### src/rtl/mem_responder_pkg.sv
// Shared types and constants for the multicycle CPU memory responder.
package mem_responder_pkg;

    localparam int unsigned MR_STATE_WIDTH = 2;
    localparam int unsigned MR_WORD_BEATS  = 4;
    localparam int unsigned MR_CNT_WIDTH   = 2;

    typedef enum logic [MR_STATE_WIDTH-1:0] {
        MR_STATE_IDLE  = 2'd0,
        MR_STATE_ISSUE = 2'd1,
        MR_STATE_WAIT  = 2'd2,
        MR_STATE_DONE  = 2'd3
    } mr_state_e;

    typedef enum logic [1:0] {
        MR_OP_WORD_RD = 2'd0,
        MR_OP_BYTE_RD = 2'd1,
        MR_OP_BYTE_WR = 2'd2
    } mr_op_e;

    // Rejected requests: conflicting strobes or a misaligned instruction fetch.
    function automatic logic mr_bad_request(input logic rd, input logic wr,
                                            input logic iord, input logic [1:0] lsb);
        return (rd && wr) || (rd && !iord && (lsb != 2'd0));
    endfunction

endpackage

### src/rtl/mem_responder.sv
// Turns memread/memwrite/iord strobes into byte-RAM beat sequences and
// returns a one-cycle ready_o pulse (with err_o) on completion.
module mem_responder
    import mem_responder_pkg::*;
#(
    parameter int unsigned RAM_AW = 10
) (
    input  logic              clk,
    input  logic              rst,
    input  logic              memread_i,
    input  logic              memwrite_i,
    input  logic              iord_i,
    input  logic [31:0]       addr_i,
    input  logic [7:0]        wdata_i,
    output logic [31:0]       rdata_o,
    output logic              ready_o,
    output logic              err_o,
    output logic              busy_o,
    output logic [RAM_AW-1:0] ram_addr_o,
    output logic              ram_we_o,
    output logic [7:0]        ram_wdata_o,
    input  logic [7:0]        ram_rdata_i
);

    mr_state_e                state_q, state_d;
    mr_op_e                   op_q, op_d;
    logic [RAM_AW-1:0]        base_q, base_d;
    logic [MR_CNT_WIDTH-1:0]  cnt_q, cnt_d;
    logic [31:0]              stage_q, stage_d;
    logic [31:0]              rdata_q, rdata_d;
    logic                     ready_q, ready_d;
    logic                     err_q, err_d;
    logic                     busy_q, busy_d;
    logic [RAM_AW-1:0]        ram_addr_q, ram_addr_d;
    logic                     ram_we_q, ram_we_d;
    logic [7:0]               ram_wdata_q, ram_wdata_d;
    logic [MR_CNT_WIDTH-1:0]  cnt_next;
    logic                     unused_addr_hi;

    assign unused_addr_hi = ^addr_i[31:RAM_AW];
    assign cnt_next       = cnt_q + MR_CNT_WIDTH'(1);

    always_ff @(posedge clk) begin
        if (!rst) begin
            state_q     <= MR_STATE_IDLE;
            op_q        <= MR_OP_WORD_RD;
            base_q      <= '0;
            cnt_q       <= '0;
            stage_q     <= '0;
            rdata_q     <= '0;
            ready_q     <= 1'b0;
            err_q       <= 1'b0;
            busy_q      <= 1'b0;
            ram_addr_q  <= '0;
            ram_we_q    <= 1'b0;
            ram_wdata_q <= '0;
        end else begin
            state_q     <= state_d;
            op_q        <= op_d;
            base_q      <= base_d;
            cnt_q       <= cnt_d;
            stage_q     <= stage_d;
            rdata_q     <= rdata_d;
            ready_q     <= ready_d;
            err_q       <= err_d;
            busy_q      <= busy_d;
            ram_addr_q  <= ram_addr_d;
            ram_we_q    <= ram_we_d;
            ram_wdata_q <= ram_wdata_d;
        end
    end

    always_comb begin
        state_d     = state_q;
        op_d        = op_q;
        base_d      = base_q;
        cnt_d       = cnt_q;
        stage_d     = stage_q;
        rdata_d     = rdata_q;
        ready_d     = 1'b0;
        err_d       = 1'b0;
        ram_addr_d  = ram_addr_q;
        ram_we_d    = 1'b0;
        ram_wdata_d = ram_wdata_q;

        unique case (state_q)
            MR_STATE_IDLE: begin
                if (memread_i || memwrite_i) begin
                    base_d = addr_i[RAM_AW-1:0];
                    cnt_d  = '0;
                    op_d   = memwrite_i ? MR_OP_BYTE_WR
                           : (iord_i ? MR_OP_BYTE_RD : MR_OP_WORD_RD);
                    if (mr_bad_request(memread_i, memwrite_i, iord_i, addr_i[1:0])) begin
                        state_d = MR_STATE_DONE;
                        ready_d = 1'b1;
                        err_d   = 1'b1;
                    end else begin
                        // First beat is registered here so it is on the RAM port in ISSUE.
                        state_d    = MR_STATE_ISSUE;
                        ram_addr_d = addr_i[RAM_AW-1:0];
                        if (memwrite_i) begin
                            ram_we_d    = 1'b1;
                            ram_wdata_d = wdata_i;
                        end
                    end
                end
            end
            MR_STATE_ISSUE: begin
                unique case (op_q)
                    MR_OP_WORD_RD: begin
                        cnt_d = cnt_next;
                        // Byte from the previous beat arrives now; big-endian lanes.
                        unique case (cnt_q)
                            2'd1:    stage_d[31:24] = ram_rdata_i;
                            2'd2:    stage_d[23:16] = ram_rdata_i;
                            2'd3:    stage_d[15:8]  = ram_rdata_i;
                            default: ;
                        endcase
                        if (cnt_q == MR_CNT_WIDTH'(MR_WORD_BEATS - 1)) begin
                            state_d = MR_STATE_WAIT;
                        end else begin
                            ram_addr_d = base_q + RAM_AW'(cnt_next);
                        end
                    end
                    MR_OP_BYTE_RD: begin
                        state_d = MR_STATE_WAIT;
                    end
                    default: begin
                        state_d = MR_STATE_DONE;
                        ready_d = 1'b1;
                    end
                endcase
            end
            MR_STATE_WAIT: begin
                state_d = MR_STATE_DONE;
                ready_d = 1'b1;
                rdata_d = (op_q == MR_OP_WORD_RD) ? {stage_q[31:8], ram_rdata_i}
                                                  : {24'd0, ram_rdata_i};
            end
            default: begin
                state_d = MR_STATE_IDLE;
            end
        endcase

        busy_d = (state_d != MR_STATE_IDLE);
    end

    assign rdata_o     = rdata_q;
    assign ready_o     = ready_q;
    assign err_o       = err_q;
    assign busy_o      = busy_q;
    assign ram_addr_o  = ram_addr_q;
    assign ram_we_o    = ram_we_q;
    assign ram_wdata_o = ram_wdata_q;

endmodule

### config.mk
export PLATFORM = sky130hd
export DESIGN_NAME = mem_responder
export DESIGN_NICKNAME = d
export VERILOG_FILES = /design/src/rtl/mem_responder_pkg.sv /design/src/rtl/mem_responder.sv
export SDC_FILE = /design/constraint.sdc
export NUM_CORES = 1
export LEC_CHECK = 0
export BUFFER_PORTS_ARGS = -buffer_cell sky130_fd_sc_hd__buf_2
export CAP_MARGIN = 15
export CORE_AREA = 2 2 90 92
export DETAILED_ROUTE_END_ITERATION = 8
export DIE_AREA = 0 0 92 94
export HOLD_SLACK_MARGIN = 0.15
export PLACE_DENSITY_LB_ADDON = 0.3
export SYNTH_ARGS = -nofsm -noshare
export SYNTH_HDL_FRONTEND = slang
export SYNTH_SLANG_ARGS = --single-unit
export TNS_END_PERCENT = 1
### constraint.sdc
create_clock -name clk -period 2.82 [get_ports clk]
set_clock_uncertainty 0.2 [all_clocks]
set_input_delay 0.141 -clock clk [delete_from_list [all_inputs] [get_ports clk]]
set_output_delay 0.141 -clock clk [all_outputs]
set_load 0.01 [all_outputs]
==> results.sh <==
export IMPL_drc=0
export IMPL_leakage_nw=2.17
export IMPL_clock_sink_count=94
export IMPL_floorplan_core_area_um2=7610
export IMPL_routabilityCongestion=0.848
export IMPL_async_flop_share_pct=0
export IMPL_die_area_um2=8650
export IMPL_largest_net_degree_at_the_start_of_global_routing=52
export IMPL_final_util_pct=64.6
export IMPL_critPathMaxStageDelay_ns=0.53
export IMPL_antenna_violations_before_repair=0
export IMPL_grt_ovfl_total=0
export IMPL_flow_area_growth_from_synthesis_pct=27.3
export IMPL_grt_first_pass_wirelength_um=15800
export IMPL_nFillCells=645
export IMPL_tritoncts="yes"
export IMPL_chipWidth_um=92
export IMPL_cell_area_placed_um2=4340
export IMPL_drt_iter0_drcs=204
export IMPL_layout_drive_gt1_share_pct=22.5
export IMPL_hp_class="register to register"
export IMPL_maxCapViolations=0
export IMPL_via_count=3527
export IMPL_highest_signal_layer="met4"
export IMPL_netlist_instances=429
export IMPL_timing_final_crit_share_pct=88.5
export IMPL_timing_critical_path_cells="inv_1, ha_1, inv_1, ha_1, a21oi_1, o31a_1, nor3_1, o32ai_1"
export IMPL_grt_setup_unrepaired="no"
export IMPL_finalSetupViolCount=0
export IMPL_critPathMaxFanout=8
export IMPL_die_height_um=94
export IMPL_ys_seq_elements=94
export IMPL_layoutNonFillerInstCount=649
export IMPL_wirelength_um=9790
export IMPL_cts_buffer_depth=2
export IMPL_post_synth_main_area_contributors="dfxtp_1 (49%), nand2_1 (6.8%), mux2i_1 (6.2%)"
export IMPL_cts_reportedPaths_clkPinSlew_ns=0.09
export IMPL_synthDominantAreaCellType="dfxtp_1"
export IMPL_io_pins=107
export IMPL_post_route_worst_setup_slack_ns=0.323
export IMPL_ys_types=53
export IMPL_critPathRequiredTime_ns=2.89
export IMPL_yosys_warnings=0
export IMPL_post_cts_setup_buffers=0
export IMPL_slew_viol_final=0
export IMPL_finalNetCount=601
export IMPL_portBuffers=84
export IMPL_type_of_the_setup_path_with_the_least_slack="register to register"
export IMPL_diodes=0
export IMPL_footprint_of_the_multi_input_gates_um2=1820
export IMPL_synth_enable_flop_cells=0
export IMPL_detailedRoute_firstPassIterationCount=5
export IMPL_met3_wirelength_um=565
export IMPL_first_global_vias=3273
export IMPL_share_of_the_yosys_chip_area_belonging_to_registers_pct=48.8
export IMPL_met2_wirelength_um=4780
export IMPL_vdd_drop_max_mv=0.352
export IMPL_slew_headroom_pct=39.5
export IMPL_highest_clock_frequency_the_design_can_meet_mhz=400
export IMPL_antenna_left=0
export IMPL_synth_top_flop_cell="dfxtp_1"
export IMPL_avgViaCountPerCell=5.43
export IMPL_place_detailed_instances=594
export IMPL_setup_tns_ns=0
export IMPL_cts_root_buf="clkbuf_8"
export IMPL_yosysTopAreaCellShare_pct=48.8
export IMPL_fin_area_um2=4910
export IMPL_rows=32
export IMPL_finalHoldViolCount=0
export IMPL_final_seq_area_um2=1880
export IMPL_critPathSlowestCell="a21oi_1"
export IMPL_status="completed"
export IMPL_dpl_worst_slack_ns=0.383
export IMPL_routedLengthMet1_um=4320
export IMPL_worst_skew_pair_late_latency_ns=0.36
export IMPL_initial_utilization_pct=50.7
export IMPL_synth_commonest_cells="dfxtp_1 (94), nand2_1 (70), nor2_1 (57)"
export IMPL_clock_buffer_count_from_cts=9
export IMPL_pwr_density_cell_nw_per_um2=602
export IMPL_grt_usage_pct=23.2
export IMPL_postCtsHoldBufs=39
export IMPL_syn_area_um2=3860
export IMPL_yosys_cell_count_top_type="dfxtp_1"
export IMPL_max_slew_worst_pin_slew_ns=0.906
export IMPL_post_dp_hpwl_um=6380
export IMPL_timing_critical_path_from_type="register"
export IMPL_cts_htree_levels=3
export IMPL_synth_avg_cell_area_um2=8.99
export IMPL_cts_resized=0
export IMPL_route_detailed_wl_per_inst_um=15.1
export IMPL_layout_min_cycle_time_ns=2.50
export IMPL_worst_endpoint_arrival_ns=2.57
export IMPL_syn_nets=488
export IMPL_setup_worst_path_end_class="register"
-- worst max-delay path, delay by kind of cell, from the launching register on --
kind	cells	cell delay [ns]
AOI/OAI and AO/OA	3	1.04
adders and majority gates	2	0.55
DFF	1	0.38
buffers and inverters	2	0.19
and+or+nand+nor	1	0.04
-- state kept, by name, summed over array words and instances, names as in the netlist, 2 cells and up --
name / count
cnt_q: 2
ram_addr_o: 10
base_q: 10
stage_q: 24
rdata_o: 32
state_q: 2
op_q: 2
ram_wdata_o: 8
-- logic make-up (layout without fill, tap and decap cells) --
group	after synthesis	count (layout)	share of synthesized area (%)
and+or+nand+nor	167	167	19.4
AOI/OAI and AO/OA	100	100	18.7
DFF	94	94	48.8
buffers and inverters	35	153	4.05
muxes	25	25	6.52
adders and majority gates	6	6	2.14
xor gates and xnor gates	2	2	0.454
-- power by group --
part	internal (mW)	total, mW	switching [mW]
sequential	1.41	1.48	0.0661
combinational	0.252	0.630	0.378
clock	0.337	0.849	0.511
-- placed cells by master, fill, tap and decap left out, drive strengths merged, types with 3 or more instances in the layout --
cell / netlist / layout
inv: 8 / 12
dfxtp: 94 / 94
dlygate4sd3: 0 / 39
o32ai: 3 / 3
a21oi: 32 / 32
clkbuf: 13 / 9
nor4: 4 / 4
and2: 3 / 3
a221oi: 3 / 3
o2111ai: 3 / 3
a22oi: 25 / 25
o22ai: 3 / 3
nor2b: 7 / 7
o21a: 6 / 6
nor3: 7 / 7
nand2: 70 / 70
ha: 5 / 5
nor2: 60 / 60
buf: 14 / 90
mux2i: 24 / 24
o21ai: 8 / 8
nand3: 7 / 7
-- final timing paths --
kind	from	endpoint	slack (ns)	cells past startpoint
max	cnt_q[0]	ram_addr_o[9]	0.32	8
min reg2reg	ram_addr_o[5]	ram_addr_o[5]	0.26	2
max reg2reg	cnt_q[0]	ram_addr_o[9]	0.32	8
min	ram_addr_o[5]	ram_addr_o[5]	0.26	2
-- layout make-up --
type / count / area share, %
flip-flops and latches: 94 / 38.3
clock buffers: 9 / 2.52
well taps: 102 / 2.60
multi-input cells: 300 / 37.0
repair buffers: 129 / 17.7
clock inverters: 7 / 1.25
inverters: 8 / 0.611
-- stage by stage --
stage                     total power [mW]  hold WS [ns]
final                                 2.96         0.259
after global routing                  3.09         0.290
after CTS                             2.96         0.262
after detailed placement              2.07         0.186
after global placement                2.06         0.181
after floorplan                       1.89        0.0770
-- per-layer routing --
| layer | vias to the layer above | global-route usage [%] |
|---|---|---|
| met5 | - | 0 |
| met4 | 0 | 7.71 |
| met3 | 11 | 4.17 |
| met2 | 117 | 39.5 |
| met1 | 1680 | 29.7 |
| li1 | 1719 | - |
Note: power is estimated with default switching activity, not from simulation.
